<file path="src/rtl/leb128_decoder.sv">
// Streaming LEB128 immediate decoder (WebAssembly i32/i64, signed and unsigned).
// One byte is consumed per in_valid/in_ready handshake. The result is extended
// to 64 bits and returned together with the encoded length.
// Optional build macro: LEB128_STRICT_EN rejects non-canonical unused bits in
// the byte at maximum length. Without it those bits are silently truncated.
module leb128_decoder #(
  parameter int OUT_W = 64,
  parameter int LEN_W = 4
) (
  input  logic             clk,
  input  logic             reset,
  input  logic             start,
  input  logic             is_signed,
  input  logic             is_64,
  input  logic             in_valid,
  input  logic [7:0]       in_data,
  output logic             in_ready,
  output logic             out_valid,
  output logic [OUT_W-1:0] out_value,
  output logic [LEN_W-1:0] out_len,
  output logic             out_error,
  input  logic             out_ready
);

  typedef enum logic [1:0] {
    IDLE  = 2'd0,
    ACCUM = 2'd1,
    DONE  = 2'd2
  } stateT;

  stateT            state_q, state_d;
  logic [OUT_W-1:0] acc_q, acc_d;
  logic [LEN_W-1:0] cnt_q, cnt_d;
  logic             signed_q, signed_d;
  logic             is64_q, is64_d;
  logic [OUT_W-1:0] value_q, value_d;
  logic [LEN_W-1:0] len_q, len_d;
  logic             error_q, error_d;

  logic [6:0]       shiftAmt;
  logic [6:0]       fillShift;
  logic [LEN_W-1:0] nextCnt;
  logic [LEN_W-1:0] maxLen;
  logic             atMax;
  logic [OUT_W-1:0] merged;
  logic [OUT_W-1:0] fillMask;
  logic [OUT_W-1:0] filled;
  logic [OUT_W-1:0] finalValue;
  logic             canonicalOk;

  // Payload placement and sign fill; a fill shift of 64 or more yields an empty mask.
  assign shiftAmt   = 7'(cnt_q) * 7'd7;
  assign nextCnt    = cnt_q + LEN_W'(1);
  assign fillShift  = 7'(nextCnt) * 7'd7;
  assign maxLen     = is64_q ? LEN_W'(10) : LEN_W'(5);
  assign atMax      = (nextCnt == maxLen);
  assign merged     = acc_q | (OUT_W'(in_data[6:0]) << shiftAmt);
  assign fillMask   = ~((OUT_W'(1) << fillShift) - OUT_W'(1));
  assign filled     = (signed_q && in_data[6]) ? (merged | fillMask) : merged;
  assign finalValue = is64_q   ? filled :
                      signed_q ? {{(OUT_W-32){filled[31]}}, filled[31:0]} :
                                 {{(OUT_W-32){1'b0}}, filled[31:0]};

`ifdef LEB128_STRICT_EN
  // The terminating byte at maximum length may only carry bits that fit the immediate.
  always_comb begin
    canonicalOk = 1'b1;
    if (atMax) begin
      case ({is64_q, signed_q})
        2'b00:   canonicalOk = (in_data[6:4] == 3'b000);
        2'b01:   canonicalOk = (in_data[6:3] == 4'h0) || (in_data[6:3] == 4'hF);
        2'b10:   canonicalOk = (in_data[6:1] == 6'h00);
        default: canonicalOk = (in_data[6:0] == 7'h00) || (in_data[6:0] == 7'h7F);
      endcase
    end
  end
`else
  assign canonicalOk = 1'b1;
`endif

  // Next-state logic: latch the request, accumulate bytes, then hold the result.
  always_comb begin
    state_d  = state_q;
    acc_d    = acc_q;
    cnt_d    = cnt_q;
    signed_d = signed_q;
    is64_d   = is64_q;
    value_d  = value_q;
    len_d    = len_q;
    error_d  = error_q;
    case (state_q)
      IDLE: begin
        if (start) begin
          signed_d = is_signed;
          is64_d   = is_64;
          acc_d    = '0;
          cnt_d    = '0;
          state_d  = ACCUM;
        end
      end
      ACCUM: begin
        if (in_valid) begin
          acc_d = merged;
          cnt_d = nextCnt;
          if (!in_data[7]) begin
            state_d = DONE;
            len_d   = nextCnt;
            error_d = !canonicalOk;
            value_d = canonicalOk ? finalValue : '0;
          end else if (atMax) begin
            state_d = DONE;
            len_d   = nextCnt;
            error_d = 1'b1;
            value_d = '0;
          end
        end
      end
      DONE: begin
        if (out_ready) begin
          state_d = IDLE;
        end
      end
      default: state_d = IDLE;
    endcase
  end

  // State and result registers; reset abandons any partial decode.
  always_ff @(posedge clk or negedge reset) begin
    if (!reset) begin
      state_q  <= IDLE;
      acc_q    <= '0;
      cnt_q    <= '0;
      signed_q <= 1'b0;
      is64_q   <= 1'b0;
      value_q  <= '0;
      len_q    <= '0;
      error_q  <= 1'b0;
    end else begin
      state_q  <= state_d;
      acc_q    <= acc_d;
      cnt_q    <= cnt_d;
      signed_q <= signed_d;
      is64_q   <= is64_d;
      value_q  <= value_d;
      len_q    <= len_d;
      error_q  <= error_d;
    end
  end

  assign in_ready  = (state_q == ACCUM);
  assign out_valid = (state_q == DONE);
  assign out_value = value_q;
  assign out_len   = len_q;
  assign out_error = error_q;

endmodule

</file>
<file path="config.mk">
export PLATFORM = sky130hd
export DESIGN_NAME = leb128_decoder
export DESIGN_NICKNAME = d
export VERILOG_FILES = /design/src/rtl/leb128_decoder.sv
export SDC_FILE = /design/constraint.sdc
export NUM_CORES = 1
export LEC_CHECK = 0
export ABC_AREA = 1
export BUFFER_PORTS_ARGS = -buffer_cell sky130_fd_sc_hd__buf_2
export CAP_MARGIN = 20
export CORE_AREA = 2 2 126 128
export DETAILED_ROUTE_END_ITERATION = 10
export DIE_AREA = 0 0 128 130
export PLACE_DENSITY = 0.68
export SYNTH_ARGS = -nofsm -noshare
export SYNTH_HDL_FRONTEND = slang
export SYNTH_SLANG_ARGS = --single-unit
</file>
<file path="constraint.sdc">
create_clock -name clk -period 3.08 [get_ports clk]
set_input_delay 0 -clock clk [delete_from_list [all_inputs] [get_ports clk]]
set_output_delay 0 -clock clk [all_outputs]
set_load 0.1 [all_outputs]
</file>
==> results of run 1 <==
cell families (layout without fill, tap and decap cells):
group | count (synthesis) | count (layout)
mux | 1 | 1
buf+inv | 173 | 267
fa+ha+maj | 7 | 7
simple gates | 372 | 372
compound gates | 192 | 192
flops | 141 | 141
metal layers:
layer | share of wire | vias up
li1 | - | 3060
met1 | 0.44 | 2999
met2 | 0.47 | 227
met3 | 0.050 | 47
met4 | 0.034 | 0
met5 | 0 | -
worst max-delay path: cells and delay by family (launching register included):
kind / cells / cell delay [ns]
AO/OA/AOI/OAI: 1 / 0.42
buffers and inverters: 1 / 0.07
AND/OR/NAND/NOR: 8 / 0.98
adder cells (fa/ha/maj): 2 / 0.61
flip-flops: 1 / 0.47
stage by stage:
step | utilization | setup WS, ns | hold WS [ns]
floorplan | - | 0.135 | -0.296
global placement | 0.511 | 0.524 | 0.0675
detailed placement | 0.511 | 0.457 | 0.0655
CTS | 0.552 | 0.440 | 0.0477
global route | 0.552 | 0.253 | 0.0689
finish | 0.552 | 0.403 | 0.0574
cell usage in the layout (no fill, tap or decap), types with 3 or more instances in the layout:
cell           synthesis  layout
a21oi_1               94      94
a22o_1                21      21
buf_12                 0       5
buf_2                 18      84
buf_4                  6      17
clkbuf_16              0      17
clkinv_2               0       5
clkinv_4               0       4
clkinvlp_4             0       3
dfrtp_1              141     141
dlygate4sd3_1          0       8
ha_1                   7       7
inv_1                114     114
inv_2                  6       6
nand2_1              175     175
nand2_2                9       9
nand2_4                6       6
nand3_1               34      34
nand3_2               32      32
nand4_1                3       3
nor2_1                29      29
nor2_2                 7       7
nor3_1                74      74
o21ai_0               58      58
o21ai_1               11      11
o22ai_1                3       3
timing repair:
item	in CTS	in global routing
resized for setup	0	0
endpoints found under the hold margin	74	0
hold buffers	8	0
registers in the layout, indices dropped and copies added (netlist names):
register   flops
out_len        4
state_q        2
is64_q         1
out_error      1
acc_q         64
out_value     64
cnt_q          4
signed_q       1
path summary, 6_finish.rpt:
kind | endpoint | depth (start not counted)
setup reg to reg | out_value[44]$_DFFE_PN0P_ | 12
hold reg to reg | out_value[5]$_DFFE_PN0P_ | 2
max in group asynchronous | out_value[44]$_DFFE_PN0P_ | 3
min in group asynchronous | out_value[1]$_DFFE_PN0P_ | 2
setup / recovery | out_value[44]$_DFFE_PN0P_ | 12
hold / removal | out_error$_DFFE_PN0P_ | 4
area by class of cell:
type                            count  area (sq um)  share of cell area
Clock buffer                       18           429              0.0504
Multi-Input combinational cell    572          3010               0.353
Sequential cell                   141          3530               0.414
Timing Repair Buffer              115           739              0.0868
Clock inverter                     14           121              0.0142
Inverter                          120           450              0.0529
Tap cell                          192           240              0.0282
==> flow_metrics.py, run 1 <==
metrics = {
    "synth": {
        "muxShareOfSynthArea": 0.00154,
        "yosys_warnings": 0,
        "synth_top_family_by_area": "simple AND/OR/NAND/NOR gates",
        "yosys.area.top_type": "dfrtp_1",
        "synth_edf_count": 0,
        "async_flop_share": 1.00,
        "ys_ff_latch": 141,
        "syn_inst": 886,
        "synthTopCellsByCount": "175 x nand2_1, 141 x dfrtp_1, 114 x inv_1, 94 x a21oi_1, 74 x nor3_1",
        "synth_simple_gate_area_frac": 0.254,
        "netlist_top_cells_area": "dfrtp_1 48%, nand2_1 9.0%, a21oi_1 6.4%",
        "ys_seq_area_frac": 0.484,
        "avgSynthCellArea_sq_um": 8.23,
        "yosysUniqueCellTypes": 33,
        "synthXorXnorAreaFrac": 0,
        "syn_area_sq_um": 7300,
        "synth_compound_area_frac": 0.145,
        "yosysMostFrequentCell": "nand2_1",
        "synth_top_area_frac": 0.484,
        "synth_ff_type": "dfrtp_1",
        "synth.net_count": 908,
        "yosys.area_share.adder": 0.0120,
    },
    "route": {
        "vias": 6333,
        "drtIter0Drc": 580,
        "ant_nets": 0,
        "wirelength_mm": 19.4,
        "drc": 0,
        "wire_per_inst_um": 16.6,
        "via_per_inst": 5.40,
        "drt_first_pass_iters": 5,
    },
    "setup_path": {
        "worstPathCellList": "ha_1 > inv_1 > nand2_1 > nand2_4 > nor2_2 > nand2_2 > ha_1 > nand2_1 > o21ai_2 > nand3_1 > nand3_2 > nand2_1",
        "timing.rr.start": "cnt_q[0]$_DFFE_PN0P_",
        "crit_type": "reg2reg",
        "critPathMaxStageDelay_ns": 0.47,
        "critPathLaunchType": "flop",
        "endpoint_kind": "flop",
        "required_ns": 3.39,
        "cp_common_cell": "nand2_1",
        "crit_start": "cnt_q[0]$_DFFE_PN0P_",
        "arrival_ns": 2.98,
        "worst_path_max_delay_cell": "dfrtp_1",
        "path_max_fanout": 9,
        "r2r_slack_ns": 0.40,
    },
    "hold_path": {
        "hp-class": "in2reg",
        "min_from": "in_valid",
    },
    "place": {
        "gp_congestion": 0.969,
        "place_inst": 1132,
        "numPortBuffers": 85,
        "placed_area_sq_um": 7890,
        "dp_hpwl_mm": 13.5,
    },
    "global_route": {
        "grt_pass1_vias": 6066,
        "use_met2": 0.388,
        "grt_max_degree": 72,
        "use_met3": 0.0488,
        "track_usage": 0.243,
        "grt_pass1_wl_mm": 31.1,
        "overflow": 0,
        "globalRouteMet1Util": 0.324,
        "grt_busiest_layer": "met2",
        "antenna_found_initial": 0,
    },
    "cells_and_area": {
        "diodes": 0,
        "fin_cells": 1172,
        "syn_to_final_growth_pct": 16.8,
        "fin_nets": 989,
        "fillers": 1457,
        "final_area_sq_um": 8520,
        "layout-drive-gt1-share": 0.207,
    },
    "floorplanning": {
        "fp.dieW_um": 128,
        "die_h_um": 130,
        "initial_core_util": 0.473,
        "num_rows": 46,
        "dieArea_sq_um": 16600,
        "core-area_sq_um": 15400,
        "io_pins": 86,
    },
    "timing": {
        "rsz0062_at_grt": "false",
        "drv_slew": 0,
        "fin_worst_skew_ns": 0.00741,
        "timing.final.crit_share": 0.869,
        "setup_viol": 0,
        "worst_slew_pin_slew_ns": 0.707,
        "timing_hold_violations_final": 0,
        "fin_crit_ns": 2.68,
        "tns_ns": 0,
        "fmax_mhz": 374,
        "maxSlewHeadroom": 0.525,
    },
    "clock_network": {
        "clockBufferDepth": 2,
        "clkLatencyLatePin_ns": 0.42,
        "cts_num_sinks": 141,
        "cts_made_buffers": 17,
        "clkTransAtPathRegs_ns": 0.06,
        "cts_setup_buffers": 0,
        "cts_tree": "done",
        "htree_levels": 4,
        "clockRootBuffer": "clkbuf_16",
    },
    "run": {
        "cap_viol_max_count": 0,
    },
    "status": {
        "status": "finished clean",
    },
}
Power of run 1 is not shown: default switching activity piles up to over one toggle a cycle in this logic, so the estimate is an artifact.
==> run 2: changes to the inputs <==
Settings changed: BUFFER_PORTS_ARGS -buffer_cell sky130_fd_sc_hd__buf_2 to unset, DONT_BUFFER_PORTS set to 1, PLACE_DENSITY 0.68 to unset.
==> run 2 against run 1 <==
The run now ends with negative hold slack left. Setup slack worse by 0.017 ns. Sequential share of layout area up 2.0 points. Maximum frequency is 0.65% lower. Global-route usage up 0.72 points. Utilization fell by 2.5 points.
==> flow_metrics.py, run 2 (synthesized netlist as in run 1, its figures left out) <==
metrics = {
    "floorplanning": {
        "fp.dieW_um": 128,
        "dieArea_sq_um": 16600,
        "die_h_um": 130,
        "core-area_sq_um": 15400,
        "io_pins": 86,
        "num_rows": 46,
        "initial_core_util": 0.473,
    },
    "cells_and_area": {
        "final_area_sq_um": 8130,
        "syn_to_final_growth_pct": 11.4,
        "layout_common_cells": "175 x nand2_1, 141 x dfrtp_1, 114 x inv_1",
        "diodes": 0,
        "fin_nets": 909,
        "final_common_cell": "nand2_1",
        "multi_input_area_sq_um": 3010,
        "fin_cells": 1092,
        "fillers": 1479,
        "fin_util": 0.527,
        "seqCellArea_sq_um": 3530,
        "layout-drive-gt1-share": 0.133,
    },
    "setup_path": {
        "required_ns": 3.44,
        "path_depth": 15,
        "cp_common_cell": "nand2_1",
        "path_delay_family": "simple AND/OR/NAND/NOR gates",
        "worstPathCellList": "ha_1 > inv_1 > nand2_1 > nand2_4 > nor2_2 > nand2_2 > ha_1 > nand2_1 > nor2_2 > nand3_1 > nand2_1 > nand2_1 > nand2_1 > nand3_2 > nand2_1",
        "critPathLaunchType": "flop",
        "cp_num_buf_inv": 1,
        "arrival_ns": 3.06,
        "critPathMaxStageDelay_ns": 0.47,
        "worst_path_max_delay_cell": "dfrtp_1",
        "endpoint_kind": "flop",
        "r2r_slack_ns": 0.39,
        "crit_type": "reg2reg",
        "path_max_fanout": 9,
        "rr_worst_depth": 15,
    },
    "hold_path": {
        "hp-class": "in2async",
    },
    "global_route": {
        "grt_max_degree": 142,
        "grt_pass1_wl_mm": 31.5,
        "globalRouteMet1Util": 0.317,
        "antenna_found_initial": 0,
        "grt_busiest_layer": "met2",
        "grt_pass1_vias": 5914,
        "use_met2": 0.413,
        "use_met3": 0.0451,
        "track_usage": 0.250,
        "overflow": 0,
    },
    "clock_network": {
        "cts_num_sinks": 141,
        "hold_buffers": 9,
        "clockRootBuffer": "clkbuf_16",
        "cts_setup_buffers": 0,
        "clockBufferDepth": 2,
        "clkLatencyLatePin_ns": 0.43,
        "cts_made_buffers": 17,
        "cts_resized": 0,
        "clkTransAtPathRegs_ns": 0.06,
        "htree_levels": 4,
        "cts_tree": "done",
    },
    "timing": {
        "timing_hold_violations_final": 141,
        "rsz0062_at_grt": "false",
        "maxSlewHeadroom": 0.280,
        "drv_slew": 0,
        "fin_crit_ns": 2.69,
        "tns_ns": 0,
        "worst_slew_pin_slew_ns": 1.08,
        "fin_worst_skew_ns": 0.00488,
        "timing.final.crit_share": 0.875,
        "setup_viol": 0,
        "fmax_mhz": 371,
        "whs_ns": -0.728,
    },
    "place": {
        "gp_congestion": 0.997,
        "place_inst": 1051,
        "dp_hpwl_mm": 13.9,
        "placed_area_sq_um": 7450,
        "numPortBuffers": 0,
    },
    "route": {
        "drc": 0,
        "drt_first_pass_iters": 5,
        "drtIter0Drc": 375,
        "via_per_inst": 5.51,
        "wire_per_inst_um": 18.0,
        "wirelength_mm": 19.7,
        "vias": 6019,
        "ant_nets": 0,
    },
    "status": {
        "violations": "negative hold slack",
        "status": "finished, violations left",
    },
    "run": {
        "cap_viol_max_count": 0,
    },
}
==> run 2: changes by cell type in the layout (fill, tap and decap cells not counted), moves of 3 or more <==
cell | previous run | this run
clkinv_4 | 4 | 0
clkbuf_1 | 1 | 5
buf_12 | 5 | 2
buf_4 | 17 | 24
clkbuf_8 | 0 | 4
buf_2 | 84 | 0
==> run 2: path summary, 6_finish.rpt <==
check                                      start                        end
setup / recovery            cnt_q[0]$_DFFE_PN0P_  out_value[56]$_DFFE_PN0P_
hold / removal                             reset       acc_q[6]$_DFFE_PN0P_
setup reg to reg            cnt_q[0]$_DFFE_PN0P_  out_value[56]$_DFFE_PN0P_
hold reg to reg            acc_q[37]$_DFFE_PN0P_      acc_q[37]$_DFFE_PN0P_
max in group asynchronous                  reset      acc_q[35]$_DFFE_PN0P_
min in group clk                        in_valid       cnt_q[0]$_DFFE_PN0P_
==> run 2: cell type report <==
class | count | area share
inverter | 120 | 0.0554
sequential | 141 | 0.434
multi-input combinational | 572 | 0.371
timing repair buffer | 35 | 0.0382
clock buffer | 26 | 0.0614
tap | 192 | 0.0296
clock inverter | 6 | 0.0102
==> run 2: worst reg2reg max path: stages (launching register included) <==
cell	delay, ns
dfrtp_1	0.47
ha_1	0.26
inv_1	0.08
nand2_1	0.08
nand2_4	0.15
nor2_2	0.06
nand2_2	0.14
ha_1	0.35
nand2_1	0.18
nor2_2	0.29
nand3_1	0.14
nand2_1	0.11
nand2_1	0.06
nand2_1	0.09
nand3_2	0.09
nand2_1	0.09
==> run 2: layer usage <==
layer,wire (um),vias up
li1,-,2908
met3,874,45
met2,9690,172
met4,743,0
met5,0,-
met1,8360,2894
==> run 2: per-stage QoR <==
stage                     setup WS [ns]  hold WS (ns)
after floorplan                   0.135        -0.296
after global placement            0.498        -0.291
after detailed placement          0.436        -0.290
after CTS                         0.423        -0.745
after global routing              0.127        -0.745
final                             0.386        -0.728
Power of run 2 is left out for the same reason.
